==> config.mk <==
export PLATFORM = sky130hd
export DESIGN_NAME = fifo_chk_queue
export DESIGN_NICKNAME = d
export VERILOG_FILES = /design/src/rtl/fifo_chk_pkg.sv /design/src/rtl/fifo_chk_queue.sv
export SDC_FILE = /design/constraint.sdc
export NUM_CORES = 1
export LEC_CHECK = 0
export ABC_AREA = 1
export CAP_MARGIN = 20
export CORE_MARGIN = 5
export CORE_UTILIZATION = 45
export CTS_CLUSTER_DIAMETER = 200
export DETAILED_ROUTE_END_ITERATION = 10
export PLACE_DENSITY_LB_ADDON = 0.1
export SLEW_MARGIN = 20
export SYNTH_ARGS = -nofsm -noshare
export SYNTH_HDL_FRONTEND = slang
export SYNTH_SLANG_ARGS = --single-unit
==> constraint.sdc <==
create_clock -name clk -period 3.6 [get_ports clk]
set_input_delay 0.36 -clock clk [delete_from_list [all_inputs] [get_ports clk]]
set_output_delay 0.36 -clock clk [all_outputs]
set_load 0.005 [all_outputs]
==> src/rtl/fifo_chk_pkg.sv <==
// fifo_chk_pkg: shared state type, default parameters and helpers for fifo_order_checker.
package fifo_chk_pkg;

  typedef enum logic [0:0] {
    CHK_CLEAN  = 1'b0,
    CHK_FAILED = 1'b1
  } chk_state_e;

  localparam int DEF_WIDTH      = 32;
  localparam int DEF_DEPTH      = 16;
  localparam int DEF_RD_LATENCY = 1;
  localparam int DEF_CNT_W      = 16;

  // Increment that sticks at max_val; counters up to 32 bits wide.
  function automatic logic [31:0] sat_inc(input logic [31:0] val, input logic [31:0] max_val);
    return (val >= max_val) ? max_val : val + 32'd1;
  endfunction

endpackage

==> src/rtl/fifo_chk_queue.sv <==
// fifo_chk_queue: shadow circular buffer holding the words the checked FIFO should contain.
module fifo_chk_queue
  import fifo_chk_pkg::*;
#(
  parameter int WIDTH = DEF_WIDTH,
  parameter int DEPTH = DEF_DEPTH,
  localparam int LVL_W = $clog2(DEPTH + 1)
) (
  input  logic             clk,
  input  logic             rst,
  input  logic             push_req,
  input  logic [WIDTH-1:0] wr_data,
  input  logic             pop_req,
  output logic             push_ok,
  output logic             pop_ok,
  output logic             ovf,
  output logic             unf,
  output logic [WIDTH-1:0] head,
  output logic [LVL_W-1:0] level
);

  localparam int PTR_W = $clog2(DEPTH);

  logic [WIDTH-1:0] mem [DEPTH];
  logic [PTR_W-1:0] wr_ptr;
  logic [PTR_W-1:0] rd_ptr;

  // A full queue still accepts a write when a legal pop frees a slot in the same cycle.
  assign pop_ok  = pop_req && (level != '0);
  assign push_ok = push_req && ((level != LVL_W'(DEPTH)) || pop_ok);
  assign ovf     = push_req && !push_ok;
  assign unf     = pop_req && (level == '0);
  assign head    = mem[rd_ptr];

  always_ff @(posedge clk) begin
    if (push_ok) mem[wr_ptr] <= wr_data;
  end

  always_ff @(posedge clk) begin
    if (rst) begin
      wr_ptr <= '0;
      rd_ptr <= '0;
      level  <= '0;
    end else begin
      if (push_ok) wr_ptr <= wr_ptr + PTR_W'(1);
      if (pop_ok)  rd_ptr <= rd_ptr + PTR_W'(1);
      case ({push_ok, pop_ok})
        2'b10:   level <= level + LVL_W'(1);
        2'b01:   level <= level - LVL_W'(1);
        default: level <= level;
      endcase
    end
  end

endmodule

== Yosys cells after proc, flatten, opt, wreduce, memory -nomap -nowiden ==
Memory sizes are Yosys's and may differ from the RTL's. A register that Yosys moved wholly into a read port is not among the register bits.
Cells that the tools add are included.

* Bits in registers: 13
* Bits in writable memories: 512
* Input bits: 36
* Logic and storage cells: 25
* Memories: 1

{| class="wikitable"
|+ Memories
! memory !! words !! bits a word !! rd ports !! clocked after Yosys merged registers in !! wr ports !! RTL line !! text
|-
| mem || 16 || 32 || 1 || 1 || 1 || fifo_chk_queue.sv:24 || <nowiki>logic [WIDTH-1:0] mem [DEPTH];</nowiki>
|}

* Add/sub/neg operators: 4
* Equal/unequal tests: 3
* Muxes and demuxes: 5
* Reduce and logical (&&, ||, !) cells: 9

{| class="wikitable"
|+ Operators by type and width
! cell !! number
|-
| $pmux W5 S2 || 1
|-
| $add A4 B1 Y4 const B || 2
|-
| $mux W4 || 2
|-
| $add A5 B1 Y5 const B || 1
|-
| $logic_not A5 Y1 || 1
|-
| $ne A5 B5 Y1 const B || 1
|-
| $reduce_bool A5 Y1 || 1
|-
| $sub A5 B1 Y5 const B || 1
|-
| $logic_and A1 B1 Y1 || 4
|-
| $eq A2 B1 Y1 const B || 1
|-
| $eq A2 B2 Y1 const B || 1
|-
| $mux W1 || 2
|-
| $reduce_bool A2 Y1 || 1
|-
| $logic_not A1 Y1 || 1
|-
| $logic_or A1 B1 Y1 || 1
|}

== Logic depth before layout (Yosys ltp) ==
* Word-level depth: 6
* Mapped depth: 15

== Least setup slack after synthesis ==
No wires, ideal clock.

* Path type: register -> register
* From: register level[0]
* To: memory mem[0][0] (netlist bit), enable pin
* Library setup time: 0.421 ns
* Arrival: 2.323 ns
* Required time: 3.179 ns
* Slack: 0.856 ns
* Stages on the path, launching flop included: 7
* Buffers on the path: 0
* Period minus slack after synthesis: 2.744 ns
* Cell sequence: dfxtp_1 > nor2_1 > nand3_1 > nand2_1 > inv_1 > nand2_1 > nor2_1

* Cells in the longest elaborated chain, start to end: 6

{| class="wikitable"
|+ Ends and longest elaborated chain
! item !! RTL line !! text
|-
| start, declared || fifo_chk_queue.sv:19 || <nowiki>output logic [LVL_W-1:0] level</nowiki>
|-
| start signal, assigned || fifo_chk_queue.sv:48 || <nowiki>2'b10: level <= level + LVL_W'(1);</nowiki>
|-
| start signal, assigned || fifo_chk_queue.sv:49 || <nowiki>2'b01: level <= level - LVL_W'(1);</nowiki>
|-
| start signal, assigned || fifo_chk_queue.sv:50 || <nowiki>default: level <= level;</nowiki>
|-
| $reduce_bool A5 Y1 || fifo_chk_queue.sv:29 || <nowiki>assign pop_ok = pop_req && (level != '0);</nowiki>
|-
| $logic_and A1 B1 Y1 || fifo_chk_queue.sv:29 ||
|-
| $logic_or A1 B1 Y1 (*) || fifo_chk_queue.sv:30 || <nowiki>assign push_ok = push_req && ((level != LVL_W'(DEPTH)) || pop_ok);</nowiki>
|-
| $logic_and A1 B1 Y1 (*) || fifo_chk_queue.sv:30 ||
|-
| via push_ok || fifo_chk_queue.sv:14 || <nowiki>output logic push_ok,</nowiki>
|-
| $mux W1 (*) || fifo_chk_queue.sv:36 || <nowiki>if (push_ok) mem[wr_ptr] <= wr_data;</nowiki>
|-
| $mux W1 (not written as such) (*) || fifo_chk_queue.sv:36 ||
|-
| end, declared || fifo_chk_queue.sv:24 ||
|}

The timed path passes the listed nets; every way through them passes the cells marked *.

==> out/metrics.csv <==
stage,metric,value,unit
status,status,"finished, final reports clean",
drt,Post-Route WL,49.4,mm
setup_path,most frequent CP cell,nand3_1,
flow_run,Max Cap Viol,0,
synth,Syn Area/Cell,12.5,um2
power,worst vdd ir,0.000330,V
global_routing,vias in the first global route,12648,
setup_path,Worst setup EP type,output pin,
setup_path,critical-path cell with the highest stage delay,dfxtp_4,
setup_path,Buf/Inv on CP,3,
final_layout,synth-to-layout area growth,15.5,%
clocking,PostCTS Resize Cnt,0,
global_routing,first-pass GRT wire length,75.7,mm
sta,setup violators final,0,
setup_path,startpoint types,register,
synth,Synth warnings,0,
synth,"count leader, synth",edfxtp_1,
setup_path,slack of the worst reg-to-reg path,1.25,ns
synth,sequential share of the synthesized area,71.9,%
power,Power Dens Cells,616,nW/um2
synth,ranking of synthesized cells by area,"edfxtp_1, inv_1, nand3_1, o211ai_1, nand2_1",
power,Logic pwr share,18.3,%
setup_path,Crit path max-delay family,buffers and inverters,
setup_path,"Req. time, crit path",3.24,ns
synth,Cell variety after synth,24,
floorplanning,DIE HEIGHT,230,um
floorplanning,Initial Util,45.6,%
sta,setup TNS,0,ns
clocking,hold bufs inserted after CTS,0,
sta,Min Hold Slack,0.476,ns
worst_hold_path,hold depth,2,
final_layout,utilization after layout,52.7,%
clocking,clock slew at reported path FFs,0.06,ns
sta,Tmin final,3.15,ns
setup_path,cells on worst reg2reg path,7,
sta,Final Hold Viols,0,
final_layout,Final nets,1869,
drt,First-pass DRT Iterations,5,
sta,Worst Tran Pin Value,0.726,ns
global_routing,pin count of the biggest net entering global routing,88,
synth,Synth async-reset ratio,0,%
setup_path,critical path cell sequence,"buf_12, buf_4, o211ai_1, nand3_1, nand3_1, nand2_1, clkdlybuf4s50_1",
floorplanning,total die area,53100,um2
global_routing,initial antenna violation count,0,
floorplanning,CORE AREA,47900,um2
drt,Post-route DRC,0,
placement,Final GP Congestion,0.778,
clocking,clk root buf,clkbuf_16,
drt,Post-DRT Antenna Nets,0,
synth,synthesized flop and latch total,529,
floorplanning,die width,230,um
sta,final worst path period share,87.5,%
global_routing,Top Usage Layer GRT,met2,
synth,largest area contributor in the netlist,edfxtp_1,
clocking,worst skew pair latency,0.58,ns
drt,wire per inst,19.9,um
setup_path,CP max stage delay,0.58,ns
global_routing,total track usage,18.3,%
synth,prevailing post-synth register cell,edfxtp_1,
synth,Mapped Cells,1747,
clocking,Post-CTS Setup Bufs,0,
clocking,Max Root-Sink Buffers,3,
setup_path,crit path kind,reg2out,
floorplanning,I/O pin count,77,
synth,"top cells by count, synth","edfxtp_1, inv_1, nand3_1, nand2_1, a21oi_1",
setup_path,Arrival @ worst endpoint,2.79,ns
setup_path,worst-path fanout max,50,
sta,fmax,317,MHz
global_routing,met3 Track Usage GR,2.64,%
clocking,htree depth,2,
power,Power Internal,11.5,mW
synth,share of the synthesized area in the top cell type,70.3,%
worst_hold_path,HP Class,reg2reg,
sta,slew margin rel.,51.5,%
setup_path,RR Endpoint,mem[2][18]$_DFFE_PP_,
setup_path,r2r startpoint,level[0]$_SDFFE_PP0P_,
placement,PortBufs,76,
power,Lkg Pwr,9.00,nW
final_layout,layout cell share with drive strength beyond 1,8.83,%
sta,Clock Skew,0.0179,ns
power,Seq pwr share,45.0,%
global_routing,grt met1 use,25.9,%
clocking,CTS Buf Count,54,
power,clock power share,36.7,%
worst_hold_path,Hold Startpoint,rd_ptr[2]$_SDFFE_PP0N_,
drt,Initial DRC Count,1026,
drt,Via density,5.25,
synth,"Net Count, Synth",1792,
final_layout,ANT cells,0,
clocking,CTS tree,done,
global_routing,grt ovf,0,
power,Switch Pwr,4.07,mW
synth,number of enable flip-flop cells after synthesis,512,
floorplanning,Rows,80,
power,switch share,26.1,%
sta,RSZ-0062 raised after global routing,no,
sta,"Slew Viols, Final",0,
drt,vias,13041,
final_layout,Filler Cells Inserted,4037,
clocking,CTS sink count,529,
global_routing,met2 GRT Util,29.8,%
synth,Mapped Area,21900,um2
placement,hpwl dp,28.1,mm
==> cell usage in the layout, fill, tap and decap left out, types with 24 or more instances in the layout <==
master             n
a21oi_1          131
buf_4             28
clkbuf_16         55
clkdlybuf4s50_1   76
edfxtp_1         512
inv_1            274
nand2_1          183
nand3_1          201
nor2_1            24
o211ai_1         120
o21ai_0           67
o21ai_1           70
==> sequential cells by signal (all words and copies together) (netlist names), named ones only <==
| signal | cells |
|---|---|
| rd_ptr | 4 |
| wr_ptr | 4 |
| mem | 512 |
| level | 5 |
==> worst min-delay path: stages, from the launching register on <==
cell	delay, ns
dfxtp_1	0.33
inv_1	0.05
a21oi_1	0.06
==> worst max path at each step <==
stage / start / slack, ns / cells after the start / end
after floorplan: level[0]$_SDFFE_PP0P_ / 0.86 / 6 / mem[0][0]$_DFFE_PP_
after global routing: register / 0.29 / 7 / head[22]
final: register / 0.45 / 7 / head[22]
after CTS: register / 0.43 / 7 / head[24]
after detailed placement: pop_req / 0.88 / 8 / mem[5][11]$_DFFE_PP_
after global placement: pop_req / 0.89 / 8 / mem[5][12]$_DFFE_PP_
==> power groups by stage <==
stage | combinational (mW) | clock, mW | sequential (mW)
after detailed placement | 2.87 | 0 | 7.14
after floorplan | 1.95 | 0 | 7.06
after global placement | 2.84 | 0 | 7.13
after global routing | 3.17 | 6.09 | 7.02
after CTS | 2.88 | 5.84 | 7.01
final | 2.84 | 5.72 | 7.00
==> layer usage <==
metal  wire, um  vias to the layer above
li1           -                     6333
met5          0                        -
met3       2140                       89
met1      22400                     6353
met2      23500                      266
met4       1340                        0
==> final cells by class <==
type	count	area, um2	share of cell area, %
clock inverters	30	348	1.38
well taps	615	769	3.05
multi-input cells	835	4480	17.7
repair buffers	127	1430	5.67
clock buffers	70	1460	5.79
inverters	277	1040	4.12
flip-flops and latches	529	15700	62.3
==> cell families (layout without fill, tap and decap cells) <==
family	Yosys count	count (layout)	synth area share [%]
AOI/OAI and AO/OA	399	399	10.8
DFF	529	529	71.9
adders and majority gates	9	9	0.549
xor gates and xnor gates	2	2	0.0801
buffers and inverters	383	504	8.21
and+or+nand+nor	425	425	8.46
==> stage by stage <==
stage | worst slack, ns | instance area [um2] | total power, mW | std cells
2_1_floorplan | 0.856 | 21900 | 9.02 | 1747
3_3_place_gp | 0.886 | 23400 | 9.97 | 2383
3_5_place_dp | 0.884 | 23400 | 10.0 | 2383
4_1_cts | 0.431 | 25300 | 15.7 | 2483
5_1_grt | 0.293 | 25300 | 16.3 | 2483
6_report | 0.450 | 25300 | 15.6 | 2483
Note: power is estimated with default switching activity, not from simulation.
